===== config.mk =====
export PLATFORM = sky130hd
export DESIGN_NAME = lsu_dcache_port_flat
export DESIGN_NICKNAME = d
export VERILOG_FILES = /design/src/rtl/lsu_dcache_port_if.sv /design/src/rtl/lsu_dcache_port.sv /design/src/flat_wrapper.sv
export SDC_FILE = /design/constraint.sdc
export NUM_CORES = 1
export LEC_CHECK = 0
export ABC_AREA = 1
export CAP_MARGIN = 20
export CORE_UTILIZATION = 31
export DETAILED_ROUTE_END_ITERATION = 10
export HOLD_SLACK_MARGIN = 0.03
export SYNTH_ARGS = -nofsm -noshare
export SYNTH_HDL_FRONTEND = slang
export SYNTH_SLANG_ARGS = --single-unit

===== constraint.sdc =====
create_clock -name clk -period 1.92 [get_ports clk]
set_clock_uncertainty 0.05 [all_clocks]
set_input_delay 0.288 -clock clk [delete_from_list [all_inputs] [get_ports clk]]
set_output_delay 0.288 -clock clk [all_outputs]
set_load 0.03 [all_outputs]

===== src/rtl/lsu_dcache_port_if.sv =====
// CPU-side port of the 4-way data cache: word address, byte lanes,
// read/write strobes, delayed read-data return and waitrequest stall.
interface lsu_dcache_port_if #(
  parameter int P_ADDR_W = 25
);
  logic [P_ADDR_W-1:0] o_p_addr;
  logic [3:0]          o_p_byte_en;
  logic [31:0]         o_p_writedata;
  logic                o_p_read;
  logic                o_p_write;
  logic [31:0]         i_p_readdata;
  logic                i_p_readdata_valid;
  logic                i_p_waitrequest;

  modport master (
    output o_p_addr,
    output o_p_byte_en,
    output o_p_writedata,
    output o_p_read,
    output o_p_write,
    input  i_p_readdata,
    input  i_p_readdata_valid,
    input  i_p_waitrequest
  );

  modport slave (
    input  o_p_addr,
    input  o_p_byte_en,
    input  o_p_writedata,
    input  o_p_read,
    input  o_p_write,
    output i_p_readdata,
    output i_p_readdata_valid,
    output i_p_waitrequest
  );
endinterface


===== src/rtl/lsu_dcache_port.sv =====
// Load/store unit between execute and the data cache: one access at a time,
// lane alignment, load extension, registered writeback/done/err pulses.
module lsu_dcache_port #(
  parameter int P_ADDR_W = 25,
  parameter int TIMEOUT  = 256
) (
  input  logic        clk,
  input  logic        rst,
  input  logic        req_valid_i,
  input  logic        req_we_i,
  input  logic [2:0]  req_funct3_i,
  input  logic [31:0] req_addr_i,
  input  logic [31:0] req_wdata_i,
  input  logic [4:0]  req_rd_i,
  output logic        busy_o,
  output logic        wb_we_o,
  output logic [4:0]  wb_waddr_o,
  output logic [31:0] wb_wdata_o,
  output logic        done_o,
  output logic        err_o,
  lsu_dcache_port_if.master cache
);

  localparam int CNT_W = (TIMEOUT > 0) ? $clog2(TIMEOUT + 1) : 1;
  localparam logic [CNT_W-1:0] TO_LAST = (TIMEOUT > 0) ? CNT_W'(TIMEOUT - 1) : '0;

  typedef enum logic [1:0] {
    IDLE = 2'd0,
    REQ  = 2'd1,
    WAIT = 2'd2
  } state_t;

  state_t            state_reg, state_next;
  logic [CNT_W-1:0]  cnt_reg, cnt_next;
  logic [31:0]       addr_reg;
  logic [31:0]       wdata_reg;
  logic [2:0]        funct3_reg;
  logic              we_reg;
  logic [4:0]        rd_reg;
  logic              wb_we_reg, wb_we_next;
  logic [4:0]        wb_waddr_reg;
  logic [31:0]       wb_wdata_reg;
  logic              done_reg, done_next;
  logic              err_reg, err_next;
  logic              latch_req;
  logic              capture;
  logic              req_legal;
  logic              timeout_hit;
  logic              active;
  logic [2:0]        size_bytes;
  logic [3:0]        be_calc;
  logic [31:0]       rd_shifted;
  logic [31:0]       ext_data;

  function automatic logic f_legal(input logic [2:0] f3, input logic [1:0] a);
    case (f3)
      3'b000, 3'b100: f_legal = 1'b1;
      3'b001, 3'b101: f_legal = ~a[0];
      3'b010:         f_legal = (a == 2'b00);
      default:        f_legal = 1'b0;
    endcase
  endfunction

  assign req_legal   = f_legal(req_funct3_i, req_addr_i[1:0]);
  assign timeout_hit = (TIMEOUT != 0) && (cnt_reg == TO_LAST);
  assign busy_o      = (state_reg != IDLE) | (req_valid_i & req_legal);

  always_comb begin
    state_next = state_reg;
    cnt_next   = cnt_reg;
    done_next  = 1'b0;
    err_next   = 1'b0;
    wb_we_next = 1'b0;
    latch_req  = 1'b0;
    capture    = 1'b0;
    case (state_reg)
      IDLE: begin
        cnt_next = '0;
        if (req_valid_i) begin
          if (req_legal) begin
            latch_req  = 1'b1;
            state_next = REQ;
          end else begin
            err_next = 1'b1;
          end
        end
      end
      REQ: begin
        cnt_next = cnt_reg + CNT_W'(1);
        if (!cache.i_p_waitrequest) begin
          if (we_reg) begin
            state_next = IDLE;
            done_next  = 1'b1;
          end else if (cache.i_p_readdata_valid) begin
            capture    = 1'b1;
            state_next = IDLE;
            done_next  = 1'b1;
            wb_we_next = (rd_reg != 5'd0);
          end else begin
            state_next = WAIT;
          end
        end
        // A completing access wins over an expiring timeout on the same edge.
        if (state_next != IDLE && timeout_hit) begin
          state_next = IDLE;
          err_next   = 1'b1;
        end
      end
      WAIT: begin
        cnt_next = cnt_reg + CNT_W'(1);
        if (cache.i_p_readdata_valid) begin
          capture    = 1'b1;
          state_next = IDLE;
          done_next  = 1'b1;
          wb_we_next = (rd_reg != 5'd0);
        end else if (timeout_hit) begin
          state_next = IDLE;
          err_next   = 1'b1;
        end
      end
      default: begin
        state_next = IDLE;
        cnt_next   = '0;
      end
    endcase
  end

  always_ff @(posedge clk) begin
    if (rst) begin
      state_reg    <= IDLE;
      cnt_reg      <= '0;
      addr_reg     <= '0;
      wdata_reg    <= '0;
      funct3_reg   <= '0;
      we_reg       <= 1'b0;
      rd_reg       <= '0;
      wb_we_reg    <= 1'b0;
      wb_waddr_reg <= '0;
      wb_wdata_reg <= '0;
      done_reg     <= 1'b0;
      err_reg      <= 1'b0;
    end else begin
      state_reg <= state_next;
      cnt_reg   <= cnt_next;
      wb_we_reg <= wb_we_next;
      done_reg  <= done_next;
      err_reg   <= err_next;
      if (latch_req) begin
        addr_reg   <= req_addr_i;
        wdata_reg  <= req_wdata_i;
        funct3_reg <= req_funct3_i;
        we_reg     <= req_we_i;
        rd_reg     <= req_rd_i;
      end
      if (capture) begin
        wb_waddr_reg <= rd_reg;
        wb_wdata_reg <= ext_data;
      end
    end
  end

  // Lane n is enabled when it falls inside [offset, offset + size).
  always_comb begin
    case (funct3_reg)
      3'b000, 3'b100: size_bytes = 3'd1;
      3'b001, 3'b101: size_bytes = 3'd2;
      default:        size_bytes = 3'd4;
    endcase
  end

  genvar gi;
  generate
    for (gi = 0; gi < 4; gi++) begin : g_lane
      assign be_calc[gi] = (3'(gi) >= {1'b0, addr_reg[1:0]}) &&
                           (3'(gi) < ({1'b0, addr_reg[1:0]} + size_bytes));
    end
  endgenerate

  assign rd_shifted = cache.i_p_readdata >> {addr_reg[1:0], 3'b000};

  always_comb begin
    case (funct3_reg)
      3'b000:  ext_data = {{24{rd_shifted[7]}}, rd_shifted[7:0]};
      3'b001:  ext_data = {{16{rd_shifted[15]}}, rd_shifted[15:0]};
      3'b100:  ext_data = {24'd0, rd_shifted[7:0]};
      3'b101:  ext_data = {16'd0, rd_shifted[15:0]};
      default: ext_data = rd_shifted;
    endcase
  end

  // Cache-side outputs come straight from latched state, so they hold under stall.
  assign active              = (state_reg == REQ);
  assign cache.o_p_read      = active & ~we_reg;
  assign cache.o_p_write     = active & we_reg;
  assign cache.o_p_addr      = active ? addr_reg[P_ADDR_W+1:2] : '0;
  assign cache.o_p_byte_en   = active ? be_calc : 4'd0;
  assign cache.o_p_writedata = active ? (wdata_reg << {addr_reg[1:0], 3'b000}) : 32'd0;

  assign wb_we_o    = wb_we_reg;
  assign wb_waddr_o = wb_waddr_reg;
  assign wb_wdata_o = wb_wdata_reg;
  assign done_o     = done_reg;
  assign err_o      = err_reg;

endmodule


===== src/flat_wrapper.sv =====
// flat-port wrapper written by rule: the top's interface ports become plain ports
module lsu_dcache_port_flat 
#(
  parameter int P_ADDR_W = 25,
  parameter int TIMEOUT  = 256
)
  (clk, rst, req_valid_i, req_we_i, req_funct3_i, req_addr_i, req_wdata_i, req_rd_i, busy_o, wb_we_o, wb_waddr_o, wb_wdata_o, done_o, err_o, cache_o_p_addr, cache_o_p_byte_en, cache_o_p_writedata, cache_o_p_read, cache_o_p_write, cache_i_p_readdata, cache_i_p_readdata_valid, cache_i_p_waitrequest);
  lsu_dcache_port_if #(.P_ADDR_W(P_ADDR_W)) cache_i ();
  input  logic clk;
  input  logic rst;
  input  logic req_valid_i;
  input  logic req_we_i;
  input  logic [2:0] req_funct3_i;
  input  logic [31:0] req_addr_i;
  input  logic [31:0] req_wdata_i;
  input  logic [4:0] req_rd_i;
  output logic busy_o;
  output logic wb_we_o;
  output logic [4:0] wb_waddr_o;
  output logic [31:0] wb_wdata_o;
  output logic done_o;
  output logic err_o;
  output wire logic [$bits(cache_i.o_p_addr)-1:0] cache_o_p_addr;
  output wire logic [$bits(cache_i.o_p_byte_en)-1:0] cache_o_p_byte_en;
  output wire logic [$bits(cache_i.o_p_writedata)-1:0] cache_o_p_writedata;
  output wire logic [$bits(cache_i.o_p_read)-1:0] cache_o_p_read;
  output wire logic [$bits(cache_i.o_p_write)-1:0] cache_o_p_write;
  input wire logic [$bits(cache_i.i_p_readdata)-1:0] cache_i_p_readdata;
  input wire logic [$bits(cache_i.i_p_readdata_valid)-1:0] cache_i_p_readdata_valid;
  input wire logic [$bits(cache_i.i_p_waitrequest)-1:0] cache_i_p_waitrequest;
  assign cache_o_p_addr = cache_i.o_p_addr;
  assign cache_o_p_byte_en = cache_i.o_p_byte_en;
  assign cache_o_p_writedata = cache_i.o_p_writedata;
  assign cache_o_p_read = cache_i.o_p_read;
  assign cache_o_p_write = cache_i.o_p_write;
  assign cache_i.i_p_readdata = cache_i_p_readdata;
  assign cache_i.i_p_readdata_valid = cache_i_p_readdata_valid;
  assign cache_i.i_p_waitrequest = cache_i_p_waitrequest;
  lsu_dcache_port #(.P_ADDR_W(P_ADDR_W), .TIMEOUT(TIMEOUT)) u_core (.clk(clk), .rst(rst), .req_valid_i(req_valid_i), .req_we_i(req_we_i), .req_funct3_i(req_funct3_i), .req_addr_i(req_addr_i), .req_wdata_i(req_wdata_i), .req_rd_i(req_rd_i), .busy_o(busy_o), .wb_we_o(wb_we_o), .wb_waddr_o(wb_waddr_o), .wb_wdata_o(wb_wdata_o), .done_o(done_o), .err_o(err_o), .cache(cache_i));
endmodule

==> results.cfg <==
[placed_design]
dp_hpwl_um = 13700
gp_congestion = 0.879
post_dp_cell_area_mm2 = 0.00849
port_buffers = 208

[global_route]
grt_usage_pct = 20.9
grt_use_met3_pct = 7.07
grt_pass1_wl_um = 32500
grt_pass1_vias = 6221
grt_overflow = 0
grt_max_degree = 99
antenna_found_initial = 0
use_met2_pct = 34.4
grt_use_met1_pct = 25.0
top_usage_layer = met2

[floorplanning]
die_area_mm2 = 0.0201
start_util_pct = 32.0
fp.dieW_um = 142
fp.coreArea_mm2 = 0.0190
num_rows = 50
die_h_um = 142
pin_count = 214

[synthesis]
syn-num-nets = 1022
synth_compound_area_share_pct = 17.2
async_flop_share_pct = 0
syn_inst = 904
synth_simple_gate_area_share_pct = 29.9
ys_warn_count = 0
ys_seq_area_share_pct = 39.2
synth_flop_cell = dfxtp_1
synth_top_area_share_pct = 39.2
synth.area.top_cells = dfxtp_1 (39%), nand2_1 (11%), nor2_1 (11%), o21ai_0 (10%), inv_1 (5.3%)
synth_top_family_by_area = simple AND/OR/NAND/NOR gates
yosys.area.top_type = dfxtp_1
avgSynthCellArea_um2 = 6.72
synth_seq_cells = 119
synth_mux_area_share_pct = 0
synth_edf_count = 0
yosysUniqueCellTypes = 39
synthAdderAreaFrac_pct = 1.77
synth-xor-area-share_pct = 0.289
syn_area_mm2 = 0.00607

[clock_network]
clkLatencyLatePin_ns = 0.41
cts_sinks = 119
h-tree-depth = 4
clockBufferDepth = 2
clk_pin_slew_ns = 0.05
cts_tree = done
ctsHoldBuffers = 0
clockRootBuffer = clkbuf_16
cts_made_buffers = 17

[worst_setup_path]
end_kind = output pin
path_class = reg2out
slowest_delay_ns = 0.36
crit_arrival_ns = 1.91
critPathMostFrequentCell = nand2_1
startpoint_type = flop
critPathMaxFanout = 3
cpMaxStageDelayCell = dfxtp_4
cp.required_ns = 1.58
cp_cell_sequence = nor2_4 -> ha_4 -> fa_2 -> xnor2_2 -> buf_4 -> nand2_1 -> nand2_1 -> inv_2 -> buf_6

[timing]
fmax_mhz = 445
finalSetupViolations = 88
layout_setup_ws_ns = -0.327
slew_headroom_pct = 53.1
hold_viol = 0
fin_setup_tns_ns = -11.15
max_slew.worst_pin.slew_ns = 0.703
final_max_slew_viol_count = 0
min_period_ns = 2.25
fin_crit_sh_pct = 117
rsz0062_at_grt = yes

[power_and_ir_drop]
vdd_ir_drop_max_v = 0.000602
p_leak_uw = 0.00456
power.density_mw_per_mm2 = 1170
power.total_uw = 12600

[final_layout]
areaGrowthSynthToFinish_pct = 77.6
fin_area_mm2 = 0.0108
nets = 1269
fillers = 1757
diodes = 0
drive_gt1_share_pct = 31.3

[outcome]
violations = setup timing
status = finished with violations

[route]
dr.pass1.iters = 5
viasPerCell = 4.84
drcViolationCount = 0
wire_per_inst_um = 16.0
wl_um = 22700
vias = 6876
ant_nets = 0
drt_iter0_drc = 402

[hold_path]
hp-class = reg2reg

[run]
drv_cap = 0
==> what timing repair did <==
item                       CTS  global route
resized for setup          143           203
setup endpoints to repair   64           104
setup buffers               10             8
pin swaps                   30            63
cloned                       8            10
==> synth_stat cells (5+ instances only) <==
library cell  instances
a21oi_1              40
buf_2                18
buf_4                 5
buf_6                 8
clkbuf_1             24
dfxtp_1             119
ha_1                  7
inv_1                86
inv_2                 6
nand2_1             175
nand3_1              38
nand3_2               5
nor2_1              170
nor2_2               21
nor3_1                5
o21ai_0             124
o21ai_1               5
o22ai_1               9
o31ai_1               7
o32ai_1               7
==> logic make-up (layout without fill, tap and decap cells) <==
kind of cell / after synthesis / after routing
DFF: 119 / 119
AOI/OAI and AO/OA: 195 / 195
buffers and inverters: 153 / 411
and+or+nand+nor: 427 / 427
xor gates and xnor gates: 2 / 2
adders and majority gates: 8 / 8
==> placed cells by master (no fill, tap or decap), drive strengths merged, types with 2 or more instances in the layout <==
cell type        n
nand4            3
o32ai            7
dfxtp          119
buf            134
xnor2            2
ha               7
a21oi           41
o21ai          129
nand3           44
clkdlybuf4s50  144
nor3             5
o31ai            7
nor2           193
nand2          179
o22ai            9
clkbuf          27
bufinv           4
clkinv           5
inv             94
bufbuf           2
==> worst max-delay path, delay by kind of cell, from the launching register on <==
kind | cells | cell delay [ns]
buffers and inverters | 3 | 0.32
AND/OR/NAND/NOR | 3 | 0.17
XOR/XNOR | 1 | 0.17
flip-flops | 1 | 0.36
adder cells (fa/ha/maj) | 2 | 0.50
==> where the power goes <==
part	leakage, uW	internal (uW)	switching, uW
combinational	0.00329	2690	3440
sequential	0.000974	2890	299
clock	0.000293	2190	1120
==> layer usage <==
metal,wire (um),vias to the layer above
met5,0,-
met4,612,0
met3,1920,36
met2,10800,293
met1,9360,3148
li1,-,3399
==> worst paths after layout <==
kind                                          start                                  to  slack [ns]  cells after the start
setup reg to reg   u_core.state_reg[1]$_SDFFE_PP0P_  u_core.wb_wdata_o[24]$_SDFFE_PP0P_       -0.11                     13
setup / recovery  u_core.funct3_reg[0]$_SDFFE_PP0P_                cache_o_p_byte_en[1]       -0.33                      9
hold / removal         u_core.cnt_reg[0]$_SDFF_PP0_        u_core.cnt_reg[0]$_SDFF_PP0_        0.37                      1
hold reg to reg        u_core.cnt_reg[0]$_SDFF_PP0_        u_core.cnt_reg[0]$_SDFF_PP0_        0.37                      1
==> final cells by class <==
| type | instances | area, um2 | area share, % |
|---|---|---|---|
| multi-input cells | 632 | 3810 | 35.3 |
| repair buffers | 286 | 3250 | 30.2 |
| flip-flops and latches | 119 | 2400 | 22.3 |
| clock buffers | 21 | 450 | 4.18 |
| inverters | 95 | 392 | 3.63 |
| well taps | 260 | 325 | 3.02 |
| clock inverters | 9 | 151 | 1.40 |
==> per-stage QoR <==
stage | hold slack (ns) | utilization (%) | worst slack (ns) | std cells
after global placement | 0.384 | 44.8 | -0.0327 | 1359
after floorplan | 0.368 | - | -0.211 | 904
after global routing | 0.393 | 56.9 | -0.450 | 1422
after detailed placement | 0.392 | 44.8 | -0.0512 | 1359
after CTS | 0.399 | 52.5 | -0.338 | 1407
final | 0.371 | 56.9 | -0.327 | 1422
Power figures use the tool's default switching activity.
